<file path="config.mk">
export PLATFORM = sky130hd
export DESIGN_NAME = imem_boot_loader_flat
export DESIGN_NICKNAME = d
export VERILOG_FILES = /design/src/rtl/imem_boot_loader_if.sv /design/src/rtl/imem_boot_loader.sv /design/src/flat_wrapper.sv
export SDC_FILE = /design/constraint.sdc
export NUM_CORES = 1
export LEC_CHECK = 0
export ABC_AREA = 1
export CORE_ASPECT_RATIO = 0.75
export CORE_MARGIN = 3
export CORE_UTILIZATION = 50
export CTS_CLUSTER_DIAMETER = 30
export DETAILED_ROUTE_END_ITERATION = 12
export DONT_BUFFER_PORTS = 1
export RECOVER_POWER = 100
export SYNTH_ARGS = -nofsm -noshare
export SYNTH_HDL_FRONTEND = slang
export SYNTH_SLANG_ARGS = --single-unit
</file>
<file path="constraint.sdc">
create_clock -name clk -period 4.1 [get_ports clk]
set_input_delay 0.82 -clock clk [delete_from_list [all_inputs] [get_ports clk]]
set_output_delay 0.82 -clock clk [all_outputs]
set_load 0.005 [all_outputs]
</file>
<file path="src/rtl/imem_boot_loader_if.sv">
// Byte-stream input and instruction-memory write bus of the boot loader.
// Stream handshake: a byte moves on a rising edge where in_valid & in_ready are both 1;
// the source holds in_data stable while in_valid is high and in_ready is low.
interface imem_boot_loader_if #(
    parameter int ADDR_WIDTH = 8
);
    logic [7:0]            in_data;
    logic                  in_valid;
    logic                  in_ready;
    logic                  imem_we;
    logic [ADDR_WIDTH-1:0] imem_addr;
    logic [31:0]           imem_wdata;

    modport master (
        output in_data, in_valid,
        input  in_ready, imem_we, imem_addr, imem_wdata
    );

    modport slave (
        input  in_data, in_valid,
        output in_ready, imem_we, imem_addr, imem_wdata
    );
endinterface

</file>
<file path="src/rtl/imem_boot_loader.sv">
// Boot loader: streams a length-prefixed, XOR-checksummed image into instruction memory
// and keeps the core in reset until the checksum matches.
module imem_boot_loader #(
    parameter int ADDR_WIDTH = 8
) (
    input  logic                clk,
    input  logic                rst,
    imem_boot_loader_if.slave   bus,
    input  logic                restart,
    output logic                core_rst,
    output logic                done,
    output logic                err,
    output logic [2:0]          dbg_state_o
);
    typedef enum logic [2:0] {
        LEN_LO = 3'd0,
        LEN_HI = 3'd1,
        DATA   = 3'd2,
        CHECK  = 3'd3,
        DONE   = 3'd4,
        ERROR  = 3'd5
    } state_t;

    localparam logic [16:0] DEPTH_L = 17'(1) << ADDR_WIDTH;

    state_t                state_q, state_d;
    logic [15:0]           len_q, len_d;
    logic [1:0]            byte_cnt_q, byte_cnt_d;
    logic [ADDR_WIDTH:0]   word_cnt_q, word_cnt_d;
    logic [7:0]            csum_q, csum_d;
    logic [23:0]           lane_q, lane_d;
    logic                  in_ready_q, in_ready_d;
    logic                  imem_we_q, imem_we_d;
    logic [ADDR_WIDTH-1:0] imem_addr_q, imem_addr_d;
    logic [31:0]           imem_wdata_q, imem_wdata_d;
    logic                  core_rst_q, core_rst_d;
    logic                  done_q, done_d;
    logic                  err_q, err_d;
    logic                  accept;

    assign accept = bus.in_valid & in_ready_q;

    always_comb begin
        state_d      = state_q;
        len_d        = len_q;
        byte_cnt_d   = byte_cnt_q;
        word_cnt_d   = word_cnt_q;
        csum_d       = csum_q;
        lane_d       = lane_q;
        imem_we_d    = 1'b0;
        imem_addr_d  = imem_addr_q;
        imem_wdata_d = imem_wdata_q;

        if (restart) begin
            // restart wins over any byte accepted in the same cycle
            state_d    = LEN_LO;
            len_d      = '0;
            byte_cnt_d = '0;
            word_cnt_d = '0;
            csum_d     = '0;
            lane_d     = '0;
        end else if (accept) begin
            case (state_q)
                LEN_LO: begin
                    len_d   = {len_q[15:8], bus.in_data};
                    state_d = LEN_HI;
                end
                LEN_HI: begin
                    len_d = {bus.in_data, len_q[7:0]};
                    if (len_d == 16'd0 || {1'b0, len_d} > DEPTH_L)
                        state_d = ERROR;
                    else
                        state_d = DATA;
                end
                DATA: begin
                    csum_d     = csum_q ^ bus.in_data;
                    byte_cnt_d = byte_cnt_q + 2'd1;
                    case (byte_cnt_q)
                        2'd0: lane_d[7:0]   = bus.in_data;
                        2'd1: lane_d[15:8]  = bus.in_data;
                        2'd2: lane_d[23:16] = bus.in_data;
                        2'd3: begin
                            imem_we_d    = 1'b1;
                            imem_addr_d  = word_cnt_q[ADDR_WIDTH-1:0];
                            imem_wdata_d = {bus.in_data, lane_q};
                            word_cnt_d   = word_cnt_q + 1'b1;
                            if (16'(word_cnt_d) == len_q)
                                state_d = CHECK;
                        end
                    endcase
                end
                CHECK: state_d = (bus.in_data == csum_q) ? DONE : ERROR;
                default: ;
            endcase
        end

        // Status outputs are registered from the next state so they settle with it.
        in_ready_d = (state_d == LEN_LO) || (state_d == LEN_HI) ||
                     (state_d == DATA)   || (state_d == CHECK);
        core_rst_d = (state_d != DONE);
        done_d     = (state_d == DONE);
        err_d      = (state_d == ERROR);
    end

    always_ff @(posedge clk or posedge rst) begin
        if (rst) begin
            state_q      <= LEN_LO;
            len_q        <= '0;
            byte_cnt_q   <= '0;
            word_cnt_q   <= '0;
            csum_q       <= '0;
            lane_q       <= '0;
            in_ready_q   <= 1'b0;
            imem_we_q    <= 1'b0;
            imem_addr_q  <= '0;
            imem_wdata_q <= '0;
            core_rst_q   <= 1'b1;
            done_q       <= 1'b0;
            err_q        <= 1'b0;
        end else begin
            state_q      <= state_d;
            len_q        <= len_d;
            byte_cnt_q   <= byte_cnt_d;
            word_cnt_q   <= word_cnt_d;
            csum_q       <= csum_d;
            lane_q       <= lane_d;
            in_ready_q   <= in_ready_d;
            imem_we_q    <= imem_we_d;
            imem_addr_q  <= imem_addr_d;
            imem_wdata_q <= imem_wdata_d;
            core_rst_q   <= core_rst_d;
            done_q       <= done_d;
            err_q        <= err_d;
        end
    end

    assign bus.in_ready   = in_ready_q;
    assign bus.imem_we    = imem_we_q;
    assign bus.imem_addr  = imem_addr_q;
    assign bus.imem_wdata = imem_wdata_q;
    assign core_rst       = core_rst_q;
    assign done           = done_q;
    assign err            = err_q;
    assign dbg_state_o    = state_q;
endmodule

</file>
<file path="src/flat_wrapper.sv">
// flat-port wrapper written by rule: the top's interface ports become plain ports
module imem_boot_loader_flat 
#(
    parameter int ADDR_WIDTH = 8
)
  (clk, rst, restart, core_rst, done, err, dbg_state_o, bus_in_data, bus_in_valid, bus_in_ready, bus_imem_we, bus_imem_addr, bus_imem_wdata);
  imem_boot_loader_if #(.ADDR_WIDTH(ADDR_WIDTH)) bus_i ();
  input  logic clk;
  input  logic rst;
  input  logic restart;
  output logic core_rst;
  output logic done;
  output logic err;
  output logic [2:0] dbg_state_o;
  input wire logic [$bits(bus_i.in_data)-1:0] bus_in_data;
  input wire logic [$bits(bus_i.in_valid)-1:0] bus_in_valid;
  output wire logic [$bits(bus_i.in_ready)-1:0] bus_in_ready;
  output wire logic [$bits(bus_i.imem_we)-1:0] bus_imem_we;
  output wire logic [$bits(bus_i.imem_addr)-1:0] bus_imem_addr;
  output wire logic [$bits(bus_i.imem_wdata)-1:0] bus_imem_wdata;
  assign bus_i.in_data = bus_in_data;
  assign bus_i.in_valid = bus_in_valid;
  assign bus_in_ready = bus_i.in_ready;
  assign bus_imem_we = bus_i.imem_we;
  assign bus_imem_addr = bus_i.imem_addr;
  assign bus_imem_wdata = bus_i.imem_wdata;
  imem_boot_loader #(.ADDR_WIDTH(ADDR_WIDTH)) u_core (.clk(clk), .rst(rst), .bus(bus_i), .restart(restart), .core_rst(core_rst), .done(done), .err(err), .dbg_state_o(dbg_state_o));
endmodule
</file>
==> run summary, run 1 <==
Kind of critical path: register to register
Mapped Area: 4710 um^2
Synth Warn #: 0
Final hold vios: 0
CTS Sinks: 107
Yosys cell types: 26
Clock Latency Late Sink: 0.35 ns
Postcts setup bufs: 0
Max Fanout on Critical Path: 11
Share of cells above drive strength 1: 5.32%
TritonRoute pass-1 iters: 5
Worst Path Required: 4.27 ns
Max VDD drop: 0.248 mV
Fmax: 321 MHz
Worst-Margin Slew: 2.52 ns
Final Setup Violations: 0
Placer Congestion: 0.822
Starting density of the core: 53.4%
First-pass GRT wire length: 17.0 mm
Relative slew margins: -69.2%
Failing checks: capacitance limit, slew limit
Final WS setup: 0.980 ns
Clock skew: 0.00721 ns
Most frequent cells in the layout: 156 x nand2_1, 106 x dfrtp_1, 76 x inv_1
Tot GR Track Use: 20.2%
Post-cts sizing count: 0
FILL cells: 846
Mean Syn Cell Area: 8.65 um^2
Hold Crit Class: register to register
# diodes: 0
Die area: 10,600 um^2
Worst Setup Slack post-DPL: 1.20 ns
Syn_nets: 561
GR Overflow Total: 0
Clock root buffer: clkbuf_16
Vias/cell: 5.12
Largest net degree at the start of global routing: 79
Drt initial violations: 245
Num CTS Buffers: 9
Run status: complete, but fails checks
Via count: 3,427
Synth Register Bits: 107
Area Growth Syn to Fin: 7.82%
Fin crit share: 76.1%
Routed WL: 10.1 mm
Placeable Area: 8820 um^2
Layout Nets: 557
H-tree levels: 3
Mean routed wirelength per cell: 15.1 um
Drt drc: 0
Max-cap violations: 2
Post-synth ARST share: 100%
Post-synthesis sequential area ratio: 56.9%
Register area: 2680 um^2
Multi-input gate area: 1610 um^2
FP Rows: 29
Synthesized netlist cell count: 544
Commonest non-fill, non-tap cell in the layout: nand2_1
Tmin final: 3.12 ns
Pins Over Slew Limit: 68
HPWL after DPL: 7.23 mm
I/O pins: 60
Worst-path clk slew: 0.07 ns
RSZ-0062 raised after global routing: false
Die height: 90.0 um
Post-synth EDFFs: 0
Port bufs: 0
Hold-fix buffers, CTS: 0
Die width: 118 um
Setup TNS: 0 ns
TritonCTS clock tree: done
PwrDens: 434 nW/um^2
Crit path DAT: 3.29 ns
Number of global-route vias before repair: 3,218
Crit end category: register
Initial antenna violation count: 0
Antenna viol nets, final: 0
Most used flip-flop cell after synthesis: dfrtp_1
CTS max path bufs: 2
Pleak: 2.41 nW
Worst Setup Start Kind: register
==> cell usage after synthesis, types with 2 or more instances <==
cell type | n | area [um^2]
nor2_1 | 32 | 120
o22ai_1 | 14 | 87.6
buf_1 | 2 | 7.51
o21ai_0 | 63 | 315
inv_1 | 77 | 289
xnor2_1 | 8 | 70.1
o22ai_2 | 6 | 75.1
a21oi_1 | 4 | 20.0
clkbuf_1 | 8 | 30.0
buf_6 | 4 | 45.0
nand2_1 | 156 | 586
o21ai_1 | 10 | 50.1
nand3_1 | 30 | 150
buf_2 | 3 | 15.0
ha_1 | 5 | 62.6
nor3_1 | 4 | 20.0
inv_2 | 3 | 11.3
o21bai_1 | 2 | 15.0
dfrtp_1 | 106 | 2650
==> routing by layer <==
| layer | wire [um] | GRT usage, % | vias up |
|---|---|---|---|
| met5 | 0 | 0 | - |
| met2 | 4330 | 29.1 | 79 |
| met4 | 136 | 6.15 | 0 |
| met3 | 527 | 5.40 | 10 |
| li1 | - | - | 1707 |
| met1 | 5130 | 29.9 | 1631 |
==> state kept, by name, indices dropped and copies added (netlist names) <==
register	count
u_core.csum_q	8
u_core.bus.imem_wdata	32
u_core.bus.imem_addr	8
u_core.err	1
u_core.len_q	16
u_core.bus.in_ready	1
u_core.dbg_state_o	3
u_core.core_rst	1
u_core.done	1
u_core.bus.imem_we	1
u_core.lane_q	24
u_core.byte_cnt_q	2
u_core.word_cnt_q	9
==> layout make-up <==
type | count | share of cell area [%]
multi-input combinational | 340 | 31.8
clock buffer | 10 | 4.71
sequential | 107 | 52.8
clock inverter | 6 | 1.41
timing repair buffer | 2 | 0.296
tap | 124 | 3.06
inverter | 80 | 5.94
==> power breakdown <==
group	switching, W	total [W]	internal (W)
combinational	0.000136	0.000189	0.0000527
sequential	0.0000267	0.00113	0.00110
clock	0.000390	0.000885	0.000495
total	0.000553	0.00220	0.00165
==> path summary, 6_finish.rpt <==
kind / from / endpoint / slack [ns] / cells past startpoint
max: u_core.dbg_state_o[2] / u_core.word_cnt_q[3] / 0.98 / 6
min: u_core.lane_q[8] / u_core.bus.imem_wdata[8] / 0.48 / 2
max reg2reg: u_core.dbg_state_o[2] / u_core.word_cnt_q[3] / 0.98 / 6
min reg2reg: u_core.lane_q[8] / u_core.bus.imem_wdata[8] / 0.48 / 2
max in group asynchronous: rst / u_core.core_rst / 1.79 / 2
min in group asynchronous: rst / u_core.bus.imem_addr[2] / 1.04 / 1
==> critical path, stage by stage (launching register included) <==
cell	delay, ns
dfrtp_1	0.47
nor3_1	0.45
inv_2	0.07
nor2_1	0.36
inv_2	0.21
o21ai_0	1.20
o21ai_0	0.19
==> per-stage QoR <==
stage               std cells  area (um^2)  hold WS [ns]  util (%)  total power (W)
floorplan                 544         4710         0.449         -          0.00129
global route              669         5070         0.506      57.6          0.00230
finish                    669         5070         0.484      57.6          0.00220
global placement          653         4780         0.471      54.2          0.00133
CTS                       669         5090         0.485      57.8          0.00223
detailed placement        653         4780         0.470      54.2          0.00134
==> cells by family (layout without fill, tap and decap cells) <==
| group | after synthesis | count (layout) | synth area share, % |
|---|---|---|---|
| buffers and inverters | 97 | 98 | 8.45 |
| AOI/OAI and AO/OA | 100 | 100 | 12.1 |
| adders and majority gates | 5 | 5 | 1.33 |
| DFF | 107 | 107 | 56.9 |
| and+or+nand+nor | 227 | 227 | 19.7 |
| xor gates and xnor gates | 8 | 8 | 1.49 |
Power figures use the tool's default switching activity.
==> run 2: changes to the inputs <==
- ABC_AREA: 1 -> 0
- clock period: 4.1 -> 2.88 ns (I/O delays scaled with it)
==> run 2 against run 1 <==
Net effect: the run now ends clean; power up 31%; global-route usage increased by 0.19 points; sequential share of layout area decreased by 1.3 points; clock skew hardly changed; setup slack worse by 0.55 ns; critical path type unchanged; largest cell class unchanged.
==> run summary, run 2 <==
Run status: finished, final reports clean (was complete, but fails checks)
Setup TNS: 0 ns (unchanged)
Cells along the critical path: and3b_1, nand2_1, or2_0, inv_1, clkbuf_1, mux2_2 (was nor3_1, inv_2, nor2_1, inv_2, o21ai_0, o21ai_0)
PwrDens: 552 nW/um^2 (was 434 nW/um^2)
Placer Congestion: 0.850 (was 0.822)
# diodes: 0 (unchanged)
First-pass GRT wire length: 17.5 mm (was 17.0 mm)
Hold Crit Class: input pin to register (was register to register)
Postcts setup bufs: 0 (unchanged)
Fin crit share: 85.0% (was 76.1%)
H-tree levels: 3 (unchanged)
Clock root buffer: clkbuf_16 (unchanged)
Via count: 3,196 (was 3,427)
Most frequent cells in the layout: 106 x dfrtp_1, 47 x nand2_1, 42 x nor2_1 (was 156 x nand2_1, 106 x dfrtp_1, 76 x inv_1)
Hold Crit Start: restart (was u_core.lane_q[8])
Cell taking the most area after synthesis: dfrtp_1 (unchanged)
Starting density of the core: 52.5% (was 53.4%)
Max reg flops: 32 (unchanged)
Initial antenna violation count: 0 (unchanged)
Fin util: 56.4% (was 57.6%)
Port bufs: 0 (unchanged)
Final WS setup: 0.432 ns (was 0.980 ns)
Clock skew: 0.00747 ns (was 0.00721 ns)
Worst-Margin Slew: 1.45 ns (was 2.52 ns)
Max VDD drop: 0.493 mV (was 0.248 mV)
Worst Path Required: 3.10 ns (was 4.27 ns)
Commonest cells post-synth: 106 x dfrtp_1, 46 x nand2_1, 41 x nor2_1, 39 x mux2_2, 33 x a21oi_1 (was 156 x nand2_1, 106 x dfrtp_1, 77 x inv_1, 63 x o21ai_0, 32 x nor2_1)
Hold endpoint: u_core.lane_q[7] (was u_core.bus.imem_wdata[8])
Die height: 91.3 um (was 90.0 um)
R2R Path Start: u_core.dbg_state_o[1] (was u_core.dbg_state_o[2])
Setup slack, reg-to-reg: 0.43 ns (was 0.98 ns)
Synthesized netlist cell count: 448 (was 544)
CTS max path bufs: 2 (unchanged)
Layout Nets: 453 (was 557)
TritonCTS clock tree: done (unchanged)
Top-area cell type share of the netlist area: 54.7% (was 56.4%)
Synth Warn #: 0 (unchanged)
Share of cells above drive strength 1: 13.6% (was 5.32%)
Crit path DAT: 2.67 ns (was 3.29 ns)
Mean Syn Cell Area: 10.8 um^2 (was 8.65 um^2)
GR Overflow Total: 0 (unchanged)
Die area: 10,900 um^2 (was 10,600 um^2)
Kind of critical path: register to register (unchanged)
Drt drc: 0 (unchanged)
Post-cts sizing count: 0 (unchanged)
Post-synth EDFFs: 0 (unchanged)
Hold-fix buffers, CTS: 0 (unchanged)
Finished Cell Area: 5210 um^2 (was 5070 um^2)
Power Total: 0.00288 W (was 0.00220 W)
R2r endpoint: u_core.bus.imem_addr[4] (was u_core.word_cnt_q[3])
CP max stage cell: dfrtp_1 (was o21ai_0)
Top cells by area, synth: dfrtp_1 55%, mux2_2 9.1%, xnor2_1 3.6% (was dfrtp_1 56%, nand2_1 12%, o21ai_0 6.7%)
Placeable Area: 9230 um^2 (was 8820 um^2)
Reg2Reg Depth: 6 (unchanged)
Fmax: 408 MHz (was 321 MHz)
Worst Setup Slack post-DPL: 0.716 ns (was 1.20 ns)
I/O pins: 60 (unchanged)
Tmin final: 2.45 ns (was 3.12 ns)
Vias/cell: 5.62 (was 5.12)
Final hold vios: 0 (unchanged)
Largest net degree at the start of global routing: 108 (was 79)
Synth Register Bits: 107 (unchanged)
Max Fanout on Critical Path: 12 (was 11)
Most frequent cell after synthesis: dfrtp_1 (was nand2_1)
Post-synth ARST share: 100% (unchanged)
Final Setup Violations: 0 (unchanged)
Area Growth Syn to Fin: 7.43% (was 7.82%)
RSZ-0062 raised after global routing: false (unchanged)
Relative slew margins: 3.35% (was -69.2%)
Commonest non-fill, non-tap cell in the layout: dfrtp_1 (was nand2_1)
Yosys cell types: 45 (was 26)
Crit end category: register (unchanged)
Syn_nets: 465 (was 561)
CTS Sinks: 107 (unchanged)
TritonRoute pass-1 iters: 5 (unchanged)
Cell Area, Placed: 4970 um^2 (was 4780 um^2)
Max incr delay on CP: 0.58 ns (was 1.20 ns)
Worst Setup Start Kind: register (unchanged)
Number of global-route vias before repair: 3,183 (was 3,218)
Routed WL: 10.3 mm (was 10.1 mm)
Hold depth: 1 (was 2)
Num CTS Buffers: 9 (unchanged)
Max-cap violations: 0 (was 2)
Die width: 120 um (was 118 um)
Pleak: 2.32 nW (was 2.41 nW)
FP Rows: 30 (was 29)
Clock Latency Late Sink: 0.34 ns (was 0.35 ns)
Mean routed wirelength per cell: 18.1 um (was 15.1 um)
HPWL after DPL: 6.77 mm (was 7.23 mm)
Mapped Area: 4850 um^2 (was 4710 um^2)
Pins Over Slew Limit: 0 (was 68)
Worst-path clk slew: 0.07 ns (about the same)
Most used flip-flop cell after synthesis: dfrtp_1 (unchanged)
Post-synthesis sequential area ratio: 55.3% (was 56.9%)
Drt initial violations: 295 (was 245)
Antenna viol nets, final: 0 (unchanged)
Tot GR Track Use: 20.4% (was 20.2%)
run 2: cell types whose count changed after synthesis, sizes merged, moves of 4 or more:
cell	before	now
a21oi	4	33
buf	9	5
clkbuf	8	26
inv	80	7
mux2	0	39
mux2i	0	16
nand2	156	47
nand4	1	5
nor2	33	42
nor4	0	4
o21ai	74	4
o22ai	20	0
xnor2	8	20
xor2	0	17
run 2: layout make-up:
class	count	area, um^2
Inverter	7	27.5
Sequential cell	107	2680
Timing Repair Buffer	8	41.3
Tap cell	128	160
Fill cell	831	4030
Clock buffer	11	233
Multi-Input combinational cell	303	2010
Clock inverter	5	53.8
run 2: how the worst max path moves through the flow:
stage | from | endpoint | cells after the start
final | u_core.dbg_state_o[1] | u_core.bus.imem_addr[4] | 6
after global placement | u_core.dbg_state_o[1] | u_core.bus.imem_wdata[20] | 6
after CTS | u_core.dbg_state_o[1] | u_core.dbg_state_o[0] | 5
after global routing | u_core.dbg_state_o[1] | u_core.bus.imem_addr[4] | 6
after detailed placement | u_core.dbg_state_o[1] | u_core.bus.imem_wdata[16] | 6
after floorplan | bus_in_data[1] | u_core.dbg_state_o[1] | 6
run 2: kinds of logic after synthesis:
kind of cell	count (synthesis)	share of synthesized area [%]
AOI/OAI and AO/OA	49	5.83
xor gates and xnor gates	37	6.69
adders and majority gates	5	1.29
buffers and inverters	38	3.02
DFF	107	55.3
muxes	55	12.4
and+or+nand+nor	157	15.5
run 2: per-stage QoR:
stage	cells	hold WS (ns)
floorplan	448	0.473
global placement	553	0.491
detailed placement	553	0.496
CTS	569	0.287
global route	569	0.275
finish	569	0.289
run 2: routing by layer:
layer / track usage (%) / up-vias / share of wire (%)
li1: - / 1504 / -
met1: 30.7 / 1561 / 48
met2: 28.0 / 120 / 42
met3: 6.72 / 11 / 8.4
met4: 5.82 / 0 / 1.1
met5: 0 / - / 0
run 2: power by group:
| part | total, W | internal, W | switching [W] |
|---|---|---|---|
| logic | 0.000149 | 0.0000581 | 0.0000909 |
| registers | 0.00155 | 0.00152 | 0.0000219 |
| clock network | 0.00118 | 0.000671 | 0.000510 |
run 2: worst max-delay path: cells and delay by family (launching register included):
kind                   cells  cell delay [ns]
muxes                      1             0.40
DFF                        1             0.58
buffers and inverters      2             0.58
and+or+nand+nor            3             0.76
==> run 3: changes to the inputs <==
- clock period: 2.88 -> 3.1 ns (I/O delays scaled with it)
==> run 3 against run 2 <==
Net effect: design area up 0.19%; core utilization increased by 0.11 points; clock power barely moved; critical path depth stayed put; worst hold slack gained 0.047 ns; non-clock buffer count did not move; combinational power is 8% lower; register-to-register slack better by 0.04 ns; global-route usage shrank 0.30 points; sequential power down 8%; critical path type unchanged; largest cell class unchanged.
==> run summary, run 3 (synthesized netlist as in run 2, its figures left out) <==
Run status: finished, final reports clean (unchanged)
Crit path DAT: 2.85 ns (was 2.67 ns)
Via count: 3,183 (was 3,196)
Final hold slack: 0.335 ns (was 0.289 ns)
Combinational share of power: 5.0% (was 5.2%)
First-pass GRT wire length: 17.2 mm (was 17.5 mm)
Pleak: 2.32 nW (about the same)
Tmin final: 2.63 ns (was 2.45 ns)
Kind of critical path: register to register (unchanged)
Hold depth: 1 (unchanged)
Setup TNS: 0 ns (unchanged)
Final Setup Violations: 0 (unchanged)
CTS max path bufs: 2 (unchanged)
Worst-path clk slew: 0.07 ns (about the same)
Num CTS Buffers: 9 (unchanged)
Routed WL: 10.3 mm (about the same)
Fmax: 381 MHz (was 408 MHz)
Layout Nets: 453 (unchanged)
Drt drc: 0 (unchanged)
Max Used Layer: met4 (unchanged)
RSZ-0062 raised after global routing: false (unchanged)
Starting density of the core: 52.5% (unchanged)
Sw Pwr: 0.000609 W (was 0.000623 W)
Relative slew margins: 5.86% (was 3.35%)
Fin crit share: 84.7% (was 85.0%)
Max Fanout on Critical Path: 21 (was 12)
Clock Latency Late Sink: 0.35 ns (was 0.34 ns)
Hold Crit Class: input pin to register (unchanged)
Max reg flops: 32 (unchanged)
Commonest non-fill, non-tap cell in the layout: dfrtp_1 (unchanged)
PwrDens: 523 nW/um^2 (was 552 nW/um^2)
Placeable Area: 9230 um^2 (unchanged)
H-tree levels: 3 (unchanged)
Area Growth Syn to Fin: 7.64% (was 7.43%)
Hold Crit Start: restart (unchanged)
Worst Setup Slack post-DPL: 0.648 ns (was 0.716 ns)
CTS Sinks: 107 (unchanged)
TritonCTS clock tree: done (unchanged)
M1 wire length: 5.13 mm (was 4.95 mm)
Port bufs: 0 (unchanged)
Pins Over Slew Limit: 0 (unchanged)
TritonRoute pass-1 iters: 4 (was 5)
Placer Congestion: 0.884 (was 0.850)
Reg2Reg Depth: 6 (unchanged)
Die width: 120 um (unchanged)
Sw frac: 22.3% (was 21.7%)
Tot GR Track Use: 20.1% (was 20.4%)
R2r endpoint: u_core.bus.imem_wdata[28] (was u_core.bus.imem_addr[4])
Largest net degree at the start of global routing: 68 (was 108)
Finished Cell Area: 5220 um^2 (was 5210 um^2)
GR Overflow Total: 0 (unchanged)
Die area: 10,900 um^2 (unchanged)
Antenna viol nets, final: 0 (unchanged)
Crit end category: register (unchanged)
Clock skew: 0.00738 ns (was 0.00747 ns)
# diodes: 0 (unchanged)
I/O pins: 60 (unchanged)
Worst Setup Start Kind: register (unchanged)
Clock root buffer: clkbuf_16 (unchanged)
Met2 WL: 4.36 mm (about the same)
FP Rows: 30 (unchanged)
Max-cap violations: 0 (unchanged)
Worst Path Required: 3.33 ns (was 3.10 ns)
Drt initial violations: 169 (was 295)
Initial antenna violation count: 0 (unchanged)
Share of cells above drive strength 1: 13.8% (was 13.6%)
HPWL after DPL: 6.97 mm (was 6.77 mm)
Vias/cell: 5.59 (was 5.62)
Flop pwr share: 52.6% (was 53.7%)
Hold-fix buffers, CTS: 0 (unchanged)
Postcts setup bufs: 0 (unchanged)
Number of global-route vias before repair: 3,149 (was 3,183)
Setup slack, reg-to-reg: 0.47 ns (was 0.43 ns)
Clock share of power: 42.4% (was 41.1%)
Post-cts sizing count: 0 (unchanged)
Most frequent cells in the layout: 106 x dfrtp_1, 47 x nand2_1, 42 x nor2_1 (unchanged)
Max VDD drop: 0.308 mV (was 0.493 mV)
Cell Area, Placed: 4970 um^2 (unchanged)
Hold endpoint: u_core.lane_q[2] (was u_core.lane_q[7])
Mean routed wirelength per cell: 18.1 um (about the same)
FILL cells: 846 (was 831)
Final WS setup: 0.474 ns (was 0.432 ns)
Met3 Routed Length: 723 um (was 865 um)
Internal Power: 0.00212 W (was 0.00225 W)
Final hold vios: 0 (unchanged)
R2R Path Start: u_core.dbg_state_o[0] (was u_core.dbg_state_o[1])
Die height: 91.3 um (unchanged)
Worst-Margin Slew: 1.41 ns (was 1.45 ns)
-- run 3: cell types whose count changed in the layout (fill, tap and decap cells not counted), sizes merged --
cell	delta
clkinvlp	+3
clkinv	-4
buf	-2
clkbuf	+2
inv	+1
-- run 3: per-layer routing --
metal,up-vias,global-route usage [%]
met5,-,0
met4,0,5.53
met3,9,6.35
met2,100,27.8
met1,1571,30.3
li1,1503,-
-- run 3: metrics by stage --
stage               cells  power, W  utilization, %
floorplan             448   0.00159               -
global placement      553   0.00161            53.8
detailed placement    553   0.00161            53.8
CTS                   569   0.00277            57.1
global route          569   0.00283            56.5
finish                569   0.00273            56.5
-- run 3: how the worst max path moves through the flow --
| stage | to | cells past startpoint | from | slack (ns) |
|---|---|---|---|---|
| after CTS | u_core.bus.imem_wdata[28] | 6 | u_core.dbg_state_o[0] | 0.68 |
| after global placement | u_core.bus.imem_addr[0] | 6 | bus_in_valid | 0.72 |
| final | u_core.bus.imem_wdata[28] | 6 | u_core.dbg_state_o[0] | 0.47 |
| after global routing | u_core.bus.imem_wdata[18] | 7 | u_core.byte_cnt_q[0] | 0.30 |
| after floorplan | u_core.dbg_state_o[1] | 6 | bus_in_data[1] | 0.99 |
| after detailed placement | u_core.bus.imem_wdata[28] | 6 | bus_in_valid | 0.65 |
-- run 3: power by group through the flow --
stage | clock (W) | sequential (W) | combinational [W]
6_report | 0.00116 | 0.00143 | 0.000137
4_1_cts | 0.00118 | 0.00144 | 0.000149
3_5_place_dp | 0 | 0.00146 | 0.000148
2_1_floorplan | 0 | 0.00146 | 0.000136
5_1_grt | 0.00124 | 0.00144 | 0.000157
3_3_place_gp | 0 | 0.00146 | 0.000146
-- run 3: critical path, cell delays in order, from the launching register on --
cell      delay (ns)
dfrtp_1         0.48
and3b_1         0.32
nand2_1         0.16
or2_1           0.47
inv_1           0.17
clkbuf_2        0.49
mux2_2          0.40
-- run 3: final cells by class --
class / instances / area, um^2 / area share [%]
inverter: 7 / 27.5 / 0.528
timing repair buffer: 8 / 33.8 / 0.647
sequential: 107 / 2680 / 51.3
multi-input combinational: 303 / 2010 / 38.6
clock inverter: 5 / 61.3 / 1.18
tap: 128 / 160 / 3.07
clock buffer: 11 / 243 / 4.65
